--- src/rtl/alu_pipe_param.sv ---
// alu_pipe_param: two-stage pipelined ALU with NZCV flags and a chaining accumulator.
// S1 registers an accepted operand beat. S2 computes from S1 and holds the result
// until the consumer takes it. Both handshakes are valid/ready, and one op per cycle
// sustains when out_ready stays high.
module alu_pipe_param #(
    parameter int WIDTH = 8
) (
    input  logic             clk,
    input  logic             rst,
    input  logic             in_valid,
    output logic             in_ready,
    input  logic [WIDTH-1:0] a,
    input  logic [WIDTH-1:0] b,
    input  logic [2:0]       sel,
    input  logic             use_acc,
    output logic             out_valid,
    input  logic             out_ready,
    output logic [WIDTH-1:0] c,
    output logic [3:0]       flags,
    output logic [WIDTH-1:0] acc
);

    localparam int SHW = $clog2(WIDTH);

    typedef enum logic [2:0] {
        OP_ADD = 3'b000,
        OP_SUB = 3'b001,
        OP_AND = 3'b010,
        OP_OR  = 3'b011,
        OP_XOR = 3'b100,
        OP_SHL = 3'b101,
        OP_SHR = 3'b110,
        OP_CMP = 3'b111
    } op_e;

    typedef struct packed {
        logic n;
        logic z;
        logic c;
        logic v;
    } flags_t;

    // S1 operand stage
    logic             s1_valid;
    logic [WIDTH-1:0] s1_a;
    logic [WIDTH-1:0] s1_b;
    op_e              s1_op;
    logic             s1_use_acc;

    // Handshake controls
    logic s1_load;
    logic s2_advance;

    // Datapath between S1 and S2
    logic [WIDTH-1:0] op_a;
    logic [WIDTH-1:0] op_b;
    logic [SHW-1:0]   sh;
    logic [WIDTH:0]   add_ext;
    logic [WIDTH:0]   sub_ext;
    logic [WIDTH:0]   shl_ext;
    logic [WIDTH:0]   shr_ext;
    logic [WIDTH-1:0] res_c;
    logic             res_carry;
    logic             res_ovf;
    flags_t           res_flags;

    // S2 moves when it has work and its output slot is free or being emptied.
    // in_ready depends on rst and out_ready, never on in_valid.
    assign s2_advance = s1_valid && (!out_valid || out_ready);
    assign in_ready   = !rst && (!s1_valid || s2_advance);
    assign s1_load    = in_valid && in_ready;

    // Capture an accepted operand beat, or empty S1 when its beat moves into S2
    always_ff @(posedge clk or posedge rst) begin
        if (rst) begin
            // NOTE: the operand registers are reset along with s1_valid, even though
            // only s1_valid matters for control. That keeps X out of the S2 datapath
            // from time zero, which simplifies X-checking downstream.
            s1_valid   <= 1'b0;
            s1_a       <= '0;
            s1_b       <= '0;
            s1_op      <= OP_ADD;
            s1_use_acc <= 1'b0;
        end else if (s1_load) begin
            // NOTE: every register here is written with <=, so each flop samples
            // pre-edge values no matter how the always blocks are ordered.
            s1_valid   <= 1'b1;
            s1_a       <= a;
            s1_b       <= b;
            s1_op      <= op_e'(sel);
            s1_use_acc <= use_acc;
        end else if (s2_advance) begin
            s1_valid   <= 1'b0;
        end
    end

    // Operand A comes from the accumulator at compute time, so a use_acc op sees
    // the result of the op that computed just before it.
    assign op_a = s1_use_acc ? acc : s1_a;
    assign op_b = s1_b;
    assign sh   = s1_b[SHW-1:0];

    // Each extended vector carries one extra bit, which holds the carry, borrow or
    // last-shifted-out bit.
    assign add_ext = {1'b0, op_a} + {1'b0, op_b};
    assign sub_ext = {1'b0, op_a} - {1'b0, op_b};
    assign shl_ext = {1'b0, op_a} << sh;
    assign shr_ext = {op_a, 1'b0} >> sh;

    // Select the result, carry and overflow for the op waiting in S1
    always_comb begin
        // NOTE: every output of this block gets a default first. Then no opcode path
        // can leave a value unassigned, and no latch is inferred.
        res_c     = '0;
        res_carry = 1'b0;
        res_ovf   = 1'b0;
        case (s1_op)
            OP_ADD: begin
                res_c     = add_ext[WIDTH-1:0];
                res_carry = add_ext[WIDTH];
                res_ovf   = (op_a[WIDTH-1] == op_b[WIDTH-1]) &&
                            (add_ext[WIDTH-1] != op_a[WIDTH-1]);
            end
            OP_SUB: begin
                res_c     = sub_ext[WIDTH-1:0];
                res_carry = sub_ext[WIDTH];
                res_ovf   = (op_a[WIDTH-1] != op_b[WIDTH-1]) &&
                            (sub_ext[WIDTH-1] != op_a[WIDTH-1]);
            end
            OP_AND: res_c = op_a & op_b;
            OP_OR:  res_c = op_a | op_b;
            OP_XOR: res_c = op_a ^ op_b;
            OP_SHL: begin
                res_c     = shl_ext[WIDTH-1:0];
                res_carry = shl_ext[WIDTH];
            end
            OP_SHR: begin
                res_c     = shr_ext[WIDTH:1];
                res_carry = shr_ext[0];
            end
            OP_CMP: begin
                if (op_a > op_b) begin
                    res_c = WIDTH'(1);
                end else if (op_a == op_b) begin
                    res_c = WIDTH'(2);
                end
            end
        endcase
    end

    assign res_flags = '{n: res_c[WIDTH-1], z: (res_c == '0), c: res_carry, v: res_ovf};

    // Register the result and flags on each compute, and track the accumulator.
    // Under backpressure the registers hold.
    always_ff @(posedge clk or posedge rst) begin
        if (rst) begin
            out_valid <= 1'b0;
            c         <= '0;
            flags     <= '0;
            acc       <= '0;
        end else if (s2_advance) begin
            out_valid <= 1'b1;
            c         <= res_c;
            flags     <= res_flags;
            acc       <= res_c;
        end else if (out_ready) begin
            out_valid <= 1'b0;
        end
    end

endmodule

--- config.mk ---
export PLATFORM = sky130hd
export DESIGN_NAME = alu_pipe_param
export DESIGN_NICKNAME = d
export VERILOG_FILES = /design/src/rtl/alu_pipe_param.sv
export SDC_FILE = /design/constraint.sdc
export NUM_CORES = 1
export LEC_CHECK = 0
export BUFFER_PORTS_ARGS = -buffer_cell sky130_fd_sc_hd__buf_2
export CORE_MARGIN = 5
export CORE_UTILIZATION = 55
export DETAILED_ROUTE_END_ITERATION = 12
export PLACE_DENSITY = 0.77
export SYNTH_ARGS = -nofsm -noshare
export SYNTH_HDL_FRONTEND = slang
export SYNTH_SLANG_ARGS = --single-unit
--- constraint.sdc ---
create_clock -name clk -period 3.8 [get_ports clk]
set_input_delay 0.19 -clock clk [delete_from_list [all_inputs] [get_ports clk]]
set_output_delay 0.19 -clock clk [all_outputs]
set_load 0.03 [all_outputs]
# Word-level counts from Yosys, hierarchy flattened
# Index checks and enable logic that the tools add are counted.
totals:
  reg_bits: 34
  latchBits: 0
  ramBits: 0
  rom_bits: 0
  out_inout_bits: 22
  word_cells: 52
  memories: 0
op_classes:
  addsub: 2
  mul: 0
  div_mod_pow: 0
  n_lt_le_gt_ge: 1
  eq_ne: 12
  n_shift: 2
  mux: 10
  bitwise_logic: 3
  reduce_logical: 14
op_table:
  columns: ["op", "n"]
  rows:
  - ["8-bit case mux with 8 select lines", 1]
  - ["3-bit == test (second input constant)", 4]
  - ["8-bit by 8-bit adder with 9-bit output", 1]
  - ["8-bit by 3-bit << shifter with 9-bit output", 1]
  - ["9-bit by 3-bit >> shifter with 9-bit output", 1]
  - ["8-bit by 8-bit subtractor with 9-bit output", 1]
  - ["8-bit bitwise AND", 1]
  - ["8-bit == test", 1]
  - ["8-bit greater-than comparator", 1]
  - ["8-bit logical NOT", 1]
  - ["8-bit 2-to-1 mux", 1]
  - ["8-bit OR", 1]
  - ["8-bit XOR", 1]
  - ["3-bit by 2-bit == test with 1-bit output (second input constant)", 2]
  - ["1-bit logical AND", 5]
  - ["1-bit 2-to-1 mux", 4]
  - ["2-bit 2-to-1 mux", 2]
  - ["1-bit case mux with 4 select lines", 1]
  - ["2-bit nonzero test", 2]
  - ["3-bit by 1-bit == test with 1-bit output (second input constant)", 1]
  - ["1-bit logical NOT", 3]
  - ["3-bit logical NOT", 1]
  - ["1-bit != test", 3]
  - ["1-bit logical OR", 2]
  - ["2 further kinds", 2]

# Depth between registers and ports, before layout
depth:
  depth_word: 7
  ltp_mapped: 13

# Least setup slack after synthesis
# No wires, ideal clock.
synth_path:
  kind: "reg-to-reg"
  startpoint: "reg s1_use_acc"
  endpoint: "reg flags[2]"
  setup_time_ns: 0.104
  t_arrival_ns: 3.050
  required_time_ns: 3.696
  slack_ns: 0.646
  path_stages_with_launch: 14
  n_path_buf: 2
  path_cell_list: "dfrtp_1 buf_6 buf_6 mux2i_1 inv_1 ha_1 fa_1 a21oi_1 nor2_1 or3_1 o21ai_0 a2bb2oi_1 or4_1 o41ai_2"
synth_between:
  elab_chain_cells: 6
  elab_cells_between_ends: 14
  classes_between: "2 x add/sub; 1 x order compare; 1 x eq/ne; 2 x shift; 4 x mux; 3 x bitwise; 1 x reduce/logical"
synth_rtl:
  columns: ["item", "line_no", "rtl"]
  rows:
  - ["start: declaration", "48", "logic s1_use_acc;"]
  - ["start signal: assignment", "91", "s1_use_acc <= use_acc;"]
  - ["8-bit 2-to-1 mux (*)", "99", "assign op_a = s1_use_acc ? acc : s1_a;"]
  - ["branches (longest 3 deep; another with 8-bit greater-than comparator)", null, null]
  - ["8-bit case mux with 8 select lines (*)", "117", "case (s1_op)"]
  - ["8-bit logical NOT (*)", "151", "assign res_flags = '{n: res_c[WIDTH-1], z: (res_c == '0), c: res_carry, v: res_ovf};"]
  - ["end signal: assignment", "164", "flags <= res_flags;"]
  - ["end: declaration", "19", "output logic [3:0] flags,"]
# Mark *: on every way between the ends.
# A chain may end at the register's enable or synchronous reset.

# Worst setup path in the final report
# Same ends and word-level chain as after synthesis.

==> results.sh <==
export IMPL_status="complete, but fails checks"
export IMPL_violations="negative hold slack"
export IMPL_finalWirelength_microns=10400
export IMPL_die_w_microns=89.0
export IMPL_grt_max_degree=34
export IMPL_die_height_microns=89.0
export IMPL_combPwrFrac_pct=65.9
export IMPL_gr_usage_all_layers_pct=27.7
export IMPL_ios=46
export IMPL_hold_path_class="primary input to asynchronous set/reset pin"
export IMPL_gr_total_overflow=0
export IMPL_async_reset_ff_share_pct=100
export IMPL_clk_latency_ns=0.30
export IMPL_ys_ff_latch=33
export IMPL_tightest_slew_ns=1.10
export IMPL_cts_buffers=5
export IMPL_r2r_slack_ns=0.34
export IMPL_critical_path_class="register to register"
export IMPL_reg2regPathDepth=11
export IMPL_yosysUniqueCellTypes=64
export IMPL_design_area_sq_um=3830
export IMPL_rsz0062_at_grt="false"
export IMPL_num_antenna_cells=0
export IMPL_crit_path_start_kind="register"
export IMPL_vias=3134
export IMPL_peakVddDrop_uv=527
export IMPL_r2r_end="flags[2]"
export IMPL_antenna_found_initial=0
export IMPL_synth_edf_count=0
export IMPL_min_period_over_period_pct=91.2
export IMPL_synthCells=365
export IMPL_gp_congestion=0.987
export IMPL_syn_num_nets=418
export IMPL_dp_final_hpwl_microns=7940
export IMPL_whs_ns=-0.0126
export IMPL_cell_internal_pwr_uw=1380
export IMPL_power_frac_clock_pct=12.9
export IMPL_cp_end_kind="register"
export IMPL_cts_root_buf="clkbuf_8"
export IMPL_clock_skew_ns=0.0121
export IMPL_cts_tree="built"
export IMPL_ys_flop_type="dfrtp_1"
export IMPL_ys_seq_area_share_pct=24.1
export IMPL_power_switching_uw=1370
export IMPL_cpLargestDelayFamily="compound AO/OA/AOI/OAI gates"
export IMPL_drc=0
export IMPL_drt_iter0_drc=327
export IMPL_slew_headroom_pct=25.4
export IMPL_power_density_nw_per_um2=720
export IMPL_dr_pass1_iters=5
export IMPL_drv_slew=0
export IMPL_slowest_delay_ns=0.48
export IMPL_grt_pass1_wl_microns=16500
export IMPL_r2r_start="s1_use_acc"
export IMPL_syn_area_per_cell_sq_um=9.40
export IMPL_first_global_vias=3027
export IMPL_cts_num_sinks=33
export IMPL_design_power_total_uw=2760
export IMPL_die_area_sq_um=7910
export IMPL_cp_arrival_ns=3.66
export IMPL_maxCapViolCount=0
export IMPL_portBuffers=45
export IMPL_cp_max_fo=13
export IMPL_drive_gt1_share_pct=28.4
export IMPL_row_count=28
export IMPL_area_growth_pct=11.6
export IMPL_setup_viol=0
export IMPL_path_buf_inv=2
export IMPL_dpl_cell_area_sq_um=3710
export IMPL_final_nets=457
export IMPL_min_period_ns=3.46
export IMPL_seq_power_share_pct=21.2
export IMPL_slowest_stage="dfrtp_1"
export IMPL_syn_cell_area_sq_um=3430
export IMPL_postRouteAntennaNets=0
export IMPL_wl_per_cell_microns=21.7
export IMPL_post_cts_buffers=0
export IMPL_path_clk_slew_ns=0.08
export IMPL_fmax_mhz=289
export IMPL_ctsResizeCount=0
export IMPL_worstPathRequired_ns=4.00
export IMPL_holdBufCountCts=0
export IMPL_path_cells="buf_4, mux2i_1, inv_1, ha_1, nor4_1, nand3_1, o221ai_1, o41a_1, o21bai_1, or4_1, o41ai_2"
export IMPL_hold_viol_final=27
export IMPL_htree_levels=2
export IMPL_core_sq_um=5990
export IMPL_tns_ns=0
export IMPL_clock_path_buffers=2
export IMPL_switching_share_pct=49.8
export IMPL_leakage_uw=0.00176
export IMPL_yosysWarningCount=0
export IMPL_via_per_inst=6.53
export IMPL_start_util_pct=57.2
-- cell usage after synthesis (all sizes together), types with 2 or more instances --
| cell | instances | share of area [%] |
|---|---|---|
| or3 | 3 | 0.55 |
| o221ai | 2 | 0.51 |
| o211a | 2 | 0.58 |
| buf | 14 | 3.1 |
| ha | 27 | 9.9 |
| o211ai | 2 | 0.44 |
| dfrtp | 33 | 24 |
| o21bai | 7 | 1.5 |
| nor3b | 2 | 0.44 |
| nand3b | 4 | 0.88 |
| xnor2 | 7 | 1.8 |
| inv | 25 | 2.7 |
| a2111oi | 3 | 0.77 |
| nor2 | 15 | 1.6 |
| nand2b | 6 | 1.1 |
| nand3 | 5 | 0.73 |
| nor2b | 8 | 1.5 |
| mux4 | 13 | 8.6 |
| and3 | 2 | 0.36 |
| a21oi | 21 | 3.1 |
| nor4bb | 2 | 0.58 |
| o32a | 2 | 0.58 |
| o31ai | 3 | 0.66 |
| o2111ai | 2 | 0.51 |
| a211oi | 3 | 0.66 |
| mux2 | 27 | 8.9 |
| or3b | 2 | 0.51 |
| nor4 | 5 | 0.91 |
| o2bb2ai | 4 | 1.0 |
| nor3 | 8 | 1.2 |
| a21o | 2 | 0.44 |
| a2bb2oi | 2 | 0.51 |
| o21ai | 14 | 2.0 |
| xor2 | 3 | 0.77 |
| nand4 | 2 | 0.36 |
| clkbuf | 16 | 1.8 |
| fa | 2 | 1.2 |
| mux2i | 15 | 4.5 |
| or4 | 4 | 0.88 |
| a22oi | 2 | 0.44 |
| a31oi | 2 | 0.36 |
| nand2 | 24 | 2.6 |
| o22ai | 4 | 0.73 |
-- sequential cells by signal, summed over array words and instances, names as in the netlist --
signal,flops
out_valid,1
flags,4
s1_op,3
s1_a,8
acc,7
s1_use_acc,1
op_b,8
s1_valid,1
-- power groups by stage --
stage	Combinational, uW	Clock [uW]	Sequential (uW)
global placement	1770	0	581
detailed placement	1770	0	585
CTS	1790	357	578
finish	1820	354	585
floorplan	1270	0	631
global route	1950	372	598
-- area by class of cell --
type                    count  area (sq um)
multi-input cells         276          2340
fillers                   530          2160
flip-flops and latches     33           826
repair buffers             62           353
inverters                  26          97.6
well taps                  75          93.8
clock buffers               7          86.3
clock inverters             1          30.0
-- stage by stage --
| step | hold slack [ns] | std cells | util [%] | worst slack [ns] |
|---|---|---|---|---|
| final | -0.0126 | 480 | 63.9 | 0.336 |
| after global routing | 0.0313 | 480 | 63.9 | 0.0796 |
| after CTS | 0.000281 | 480 | 63.9 | 0.390 |
| after detailed placement | 0.317 | 472 | 61.9 | 0.406 |
| after global placement | 0.312 | 472 | 61.9 | 0.491 |
| after floorplan | 0.319 | 365 | - | 0.646 |
-- cell families (layout without fill, tap and decap cells) --
group	count (synthesis)	count (layout)	share of synthesized area, %
buffers and inverters	56	96	7.66
muxes	55	55	22.0
and+or+nand+nor	96	96	15.2
AOI/OAI and AO/OA	85	85	17.2
DFF	33	33	24.1
adders and majority gates	30	30	11.3
xor gates and xnor gates	10	10	2.55
-- cells in the final DEF, fill, tap and decap left out, types with 14 or more instances in the layout --
cell and instances:
nor2_1 15, inv_1 23, buf_2 45, a21oi_1 21, mux2_2 27, ha_1 27
mux2i_1 14, nand2_1 24, dfrtp_1 33, buf_4 17
-- worst min-delay path, cell delays in order --
cell and delay, ns:
buf_2 0.10, inv_1 0.04, buf_4 0.38
-- worst max-delay path by stage --
stage               end  cells after the start       start  slack, ns
2_1_floorplan  flags[2]                     13  s1_use_acc       0.65
3_3_place_gp   flags[2]                     11  s1_use_acc       0.49
3_5_place_dp   flags[2]                     11  s1_use_acc       0.41
4_1_cts        flags[2]                     11  s1_use_acc       0.39
5_1_grt        flags[2]                     11  s1_use_acc       0.08
6_report       flags[2]                     11  s1_use_acc       0.34
-- layer usage --
layer / routed length, microns / vias to the layer above / track usage, %
met5: 0 / - / 0
met4: 215 / 0 / 7.17
met3: 879 / 30 / 5.44
met2: 4790 / 172 / 42.6
met1: 4520 / 1512 / 40.1
li1: - / 1420 / -
No activity file was read; power rests on OpenSTA's default activity.
